`config.mk`:
```
export PLATFORM = sky130hd
export DESIGN_NAME = big_line_prefetch
export DESIGN_NICKNAME = d
export VERILOG_FILES = /design/src/rtl/big_line_prefetch.sv
export SDC_FILE = /design/constraint.sdc
export NUM_CORES = 1
export LEC_CHECK = 0
export ABC_AREA = 0
export BUFFER_PORTS_ARGS = -buffer_cell sky130_fd_sc_hd__clkbuf_2
export CORE_UTILIZATION = 39
export DETAILED_ROUTE_END_ITERATION = 10
export PLACE_DENSITY = 0.5
export SLEW_MARGIN = 20
export SYNTH_ARGS = -nofsm -noshare
export SYNTH_HDL_FRONTEND = slang
export SYNTH_SLANG_ARGS = --single-unit
```
`constraint.sdc`:
```
create_clock -name clk -period 3.3 [get_ports clk]
set_input_delay 0.33 -clock clk [delete_from_list [all_inputs] [get_ports clk]]
set_output_delay 0.33 -clock clk [all_outputs]
set_load 0.05 [all_outputs]
```
`src/rtl/big_line_prefetch.sv`:
```
// Row prefetcher for the BIG tile map: copies one row into a double-buffered
// line buffer during blanking so the display path never touches the map memory.
//
// state | meaning
// IDLE  | waiting for fetch_req; swaps accepted here only
// ISSUE | issuing one read per granted cycle, col 0..COLS-1
// DRAIN | last read issued, waiting for in-flight returns
// DONE  | back buffer complete, one-cycle fetch_done
module big_line_prefetch #(
  parameter int COLS   = 64,
  parameter int ROW_W  = 5,
  parameter int DATA_W = 6,
  parameter int RD_LAT = 1
) (
  input  logic                             clk,
  input  logic                             rst,
  input  logic                             fetch_req,
  input  logic [ROW_W-1:0]                 fetch_row,
  output logic                             fetch_busy,
  output logic                             fetch_done,
  input  logic                             mem_grant,
  output logic                             mem_rd_en,
  output logic [ROW_W+$clog2(COLS)-1:0]    mem_rd_addr,
  input  logic [DATA_W-1:0]                mem_rd_data,
  input  logic                             disp_swap,
  output logic                             swap_err,
  input  logic [$clog2(COLS)-1:0]          disp_col,
  output logic [DATA_W-1:0]                disp_tile
);

  localparam int CW = $clog2(COLS);
  localparam logic [RD_LAT-1:0] LAST_MASK = RD_LAT'(1) << (RD_LAT - 1);

  typedef enum logic [1:0] {IDLE, ISSUE, DRAIN, DONE} state_t;

  state_t            state_q;
  logic [ROW_W-1:0]  row_q;
  logic [CW-1:0]     col_q;
  logic              front_q;
  logic              back_full_q;
  logic              done_q;
  logic              swap_err_q;
  logic [DATA_W-1:0] tile_q;
  logic [RD_LAT-1:0] vld_q;
  logic [CW-1:0]     tag_q [RD_LAT];

  logic [DATA_W-1:0] line_mem [2*COLS];

  logic issue;
  logic swap_ok;
  logic pending;

  assign issue   = (state_q == ISSUE) && mem_grant;
  assign swap_ok = (state_q == IDLE) && back_full_q;
  // Anything still in the tag pipe after this cycle's capture keeps us draining.
  assign pending = |(vld_q & ~LAST_MASK);

  always_ff @(posedge clk or negedge rst) begin
    if (!rst) begin
      state_q     <= IDLE;
      row_q       <= '0;
      col_q       <= '0;
      front_q     <= 1'b0;
      back_full_q <= 1'b0;
      done_q      <= 1'b0;
      swap_err_q  <= 1'b0;
      tile_q      <= '0;
      vld_q       <= '0;
      for (int i = 0; i < RD_LAT; i++) tag_q[i] <= '0;
    end else begin
      done_q     <= 1'b0;
      swap_err_q <= disp_swap && !swap_ok;
      tile_q     <= line_mem[{front_q, disp_col}];

      vld_q[0] <= issue;
      tag_q[0] <= col_q;
      for (int i = 1; i < RD_LAT; i++) begin
        vld_q[i] <= vld_q[i-1];
        tag_q[i] <= tag_q[i-1];
      end

      // Swap is applied before a same-cycle fetch so the fetch fills the new back half.
      if (disp_swap && swap_ok) begin
        front_q     <= ~front_q;
        back_full_q <= 1'b0;
      end

      case (state_q)
        IDLE: begin
          if (fetch_req) begin
            state_q     <= ISSUE;
            row_q       <= fetch_row;
            col_q       <= '0;
            back_full_q <= 1'b0;
          end
        end
        ISSUE: begin
          if (mem_grant) begin
            if (col_q == CW'(COLS - 1)) state_q <= DRAIN;
            else                        col_q   <= col_q + 1'b1;
          end
        end
        DRAIN: begin
          if (!pending) begin
            state_q     <= DONE;
            done_q      <= 1'b1;
            back_full_q <= 1'b1;
          end
        end
        DONE:    state_q <= IDLE;
        default: state_q <= IDLE;
      endcase
    end
  end

  always_ff @(posedge clk) begin
    if (vld_q[RD_LAT-1]) line_mem[{~front_q, tag_q[RD_LAT-1]}] <= mem_rd_data;
  end

  assign fetch_busy  = (state_q == ISSUE) || (state_q == DRAIN);
  assign fetch_done  = done_q;
  assign mem_rd_en   = issue;
  assign mem_rd_addr = {row_q, col_q};
  assign swap_err    = swap_err_q;
  assign disp_tile   = tile_q;

endmodule

```
==> results.md <==
* Leading area contributor after synthesis: edfxtp_1
* Post-CTS Setup Repair Bufs at 0
* Met2 Use GR at 0.2906
* Post-Synth Simple-Gate Area at 0.02538
* Global-route layer with the greatest usage: met2
* Max VDD drop at slightly below 0.6 mV
* Hold crit path type: in2reg
* Die Y at 283.5 um
* DR vias at 14.10k
* Clock period minus final worst setup slack at around 2.6 ns
* Cts bufs inserted at 83
* Cell-internal power at 0.01750 W
* CTS tree: built
* WP data arrival at around 2.9 ns
* Total negative setup slack at 0 ns
* P&R area growth vs syn at 15.35%
* Final max-slew violation count at 0
* Leak Pwr at 11.13 nW
* Worst path required time at 3.55 ns
* Number of distinct library cells after synthesis at 31
* Grt met1 use at 0.2613
* R2R Setup Slk at 0.69 ns
* Synth Area in XOR/XNOR at 0.0002833
* Top cells by area, synth: edfxtp_1, mux4_2, dfrtp_1
* Crit-path max FO at 10
* PortBufs at 42
* Overflow after GRT at 0
* Wirelength, routed at between 70 and 80 mm
* Sw frac at 0.2376
* Iter 0 DRT Violations at 1473
* H-Tree Depth at 3
* Place WS at between 0.2 and 0.25 ns
* RePlAce Congestion at 0.7621
* Vias in the first global route at 14.88k
* Status: complete, no violations
* Psw at 0.005455 W
* Cell Area, Synth at between 30000 and 40000 um^2
* Core footprint at 77980 um^2
* First-pass GRT wire length at 105.9 mm
* Min-delay src: mem_grant
* Wire length per cell at 28.12 um
* Sequential share of power at 0.500
* I/O pins at 43
* Antenna Cells at 0
* Yosys top cell area share at 0.7461
* Initial antenna violation count at 9
* Max-slew headroom at 0.3564
* Router iterations before antenna repair at 5
* RSZ-0062 raised after global routing: no
* Syn_nets at 1375
* Crit path kind: reg2reg
* Syn_area_per_cell at ~23 um^2
* Crit path launch: tag_q[2]
* Final Hold Vio Count at 0
* Pin count of the biggest net entering global routing at 86
* Clock power share at 0.405
* FP Rows at 102
* Total track usage at 0.1840
* Worst skew pair latency at 0.64 ns
* Delay of the slowest critical-path stage at just under 0.6 ns
* Flop and latch count out of synthesis at 798
* Synthesized netlist cell count at 1348
* Max-cap violations at 0
* Proportion of layout cells with a drive suffix above 1 at 0.3214
* Post-Synth Adder-Cell Area at 0.002024
* Ys Warns at 0
* Met3 Use GR at 0.03328
* DR vias/cell at 5.471
* Setup violators final at 0
* Largest family of logic cells by synthesized area: multiplexers
* Root Buffer Master: clkbuf_16
* Post-layout nets at 1502
* Die X at 283.5 um
* Die area at 80390 um^2
* Max Clk Rate at around 380 MHz
* Worst R2R Start: tag_q[2]
* Antenna viol nets, final at 0
* Layout Skew at around 0.031 ns
* Comb power frac at 0.094
* Sequential area share after synthesis at 0.7704
* DRC at 0
* Worst-path clk slew at about 0.060 ns
* Power Density at 643.9 nW/um^2
* Worst Setup End Kind: flip-flop
* Post-synthesis compound-gate area fraction at 0.003238
* Worst-Margin Slew at 0.9654 ns
* DPL Wire Length at 45.08 mm
* Clk sink count at 798
* Final worst path period share at 0.7912
* Max stage delay cell, worst path: nor2_1
* Starting Density at 0.3964
* Mux share of post-synthesis cell area at 0.1883
* CTS Buffer Depth at 3
* Worst-path cell chain: nor2b_1 > nand3_1 > buf_4 > nor2_1
* Final worst slack at 0.6890 ns
* Critical Path Source Type: flip-flop
## through the flow
step | util | cell area, um^2 | std cells | total power [W] | hold WS (ns)
6_report | 0.4573 | 35660 | 2577 | 0.02296 | 0.02042
5_1_grt | 0.4573 | 35660 | 2577 | 0.02372 | 0.04430
4_1_cts | 0.4573 | 35660 | 2577 | 0.02321 | 0.006578
3_5_place_dp | 0.4219 | 32900 | 2423 | 0.01389 | 0.4775
3_3_place_gp | 0.4219 | 32900 | 2423 | 0.01386 | 0.4828
2_1_floorplan | - | 30910 | 1348 | 0.01299 | 0.03441
## cells in the mapped netlist, drive strengths merged
library cell	n
clkbuf	38
o2111ai	1
or3	3
nand2b	3
buf	33
nor3	9
xnor2	1
mux2	12
o211ai	1
a21boi	1
mux4	252
a21oi	3
nand3	20
nor2	124
o21ai	6
a21o	2
and2	1
nor4	1
a22o	1
or4	1
nor2b	7
o31ai	1
edfxtp	768
nand2	16
ha	5
nand4	2
mux2i	1
dfrtp	30
inv	5
## power groups by stage
stage | sequential, W | combinational [W] | clock [W]
final | 0.0115 | 0.00217 | 0.00931
after global routing | 0.0115 | 0.00231 | 0.00990
after CTS | 0.0115 | 0.00221 | 0.00952
after detailed placement | 0.0117 | 0.00220 | 0
after global placement | 0.0117 | 0.00218 | 0
after floorplan | 0.0119 | 0.00109 | 0
## cells by family (layout without fill, tap and decap cells)
family	count (synthesis)	after routing
XOR/XNOR	1	1
multiplexers	265	265
flip-flops	798	798
buffers and inverters	76	265
AO/OA/AOI/OAI	16	16
AND/OR/NAND/NOR	187	187
adder cells (fa/ha/maj)	5	5
## repair_timing
item	CTS	global route
endpoints found under the setup margin	0	0
endpoints found under the hold margin	36	0
resized for setup	0	0
hold buffers	7	0
## layout make-up
cell class,count,area [um^2]
fillers,6450,42320
flip-flops and latches,798,23810
multi-input cells,474,6777
clock buffers,93,2157
well taps,1040,1301
repair buffers,113,1060
clock inverters,54,529.3
inverters,5,18.77
## sequential cells by signal, indices dropped and copies added, names as in the netlist, 2 cells and up
register / cells
line_mem: 768
col_q: 6
disp_tile: 6
tag_q: 6
row_q: 5
state_q: 2
## routing by layer
metal	up-vias	wire length, um
met5	-	13
met4	2	1661
met3	102	3988
met2	402	35130
met1	7632	31660
li1	5960	-
## worst paths after layout
path                                        to  depth (start not counted)
worst max-delay path            line_mem[5][0]                          4
worst min-delay path                     vld_q                          2
worst max register to register  line_mem[5][0]                          4
worst min register to register        tag_q[0]                          0
max in group asynchronous         disp_tile[3]                          2
min in group asynchronous             row_q[0]                          2
## placed cells by master, fill, tap and decap left out, drive strengths merged
cell / synthesis / routed
a21boi: 1 / 1
a21o: 2 / 2
a21oi: 3 / 3
a22o: 1 / 1
and2: 1 / 1
buf: 33 / 72
bufinv: 0 / 10
clkbuf: 38 / 127
clkinv: 0 / 39
clkinvlp: 0 / 2
dfrtp: 30 / 30
dlygate4sd3: 0 / 7
edfxtp: 768 / 768
ha: 5 / 5
inv: 5 / 8
mux2: 12 / 12
mux2i: 1 / 1
mux4: 252 / 252
nand2: 16 / 16
nand2b: 3 / 3
nand3: 20 / 20
nand4: 2 / 2
nor2: 124 / 124
nor2b: 7 / 7
nor3: 9 / 9
nor4: 1 / 1
o2111ai: 1 / 1
o211ai: 1 / 1
o21ai: 6 / 6
o31ai: 1 / 1
or3: 3 / 3
or4: 1 / 1
xnor2: 1 / 1
## worst max-delay path, delay by kind of cell (launching register included)
kind / cells / cell delay, ns
buffers and inverters: 1 / 0.41
DFF: 1 / 0.50
and+or+nand+nor: 3 / 1.30
Power figures use the tool's default switching activity.
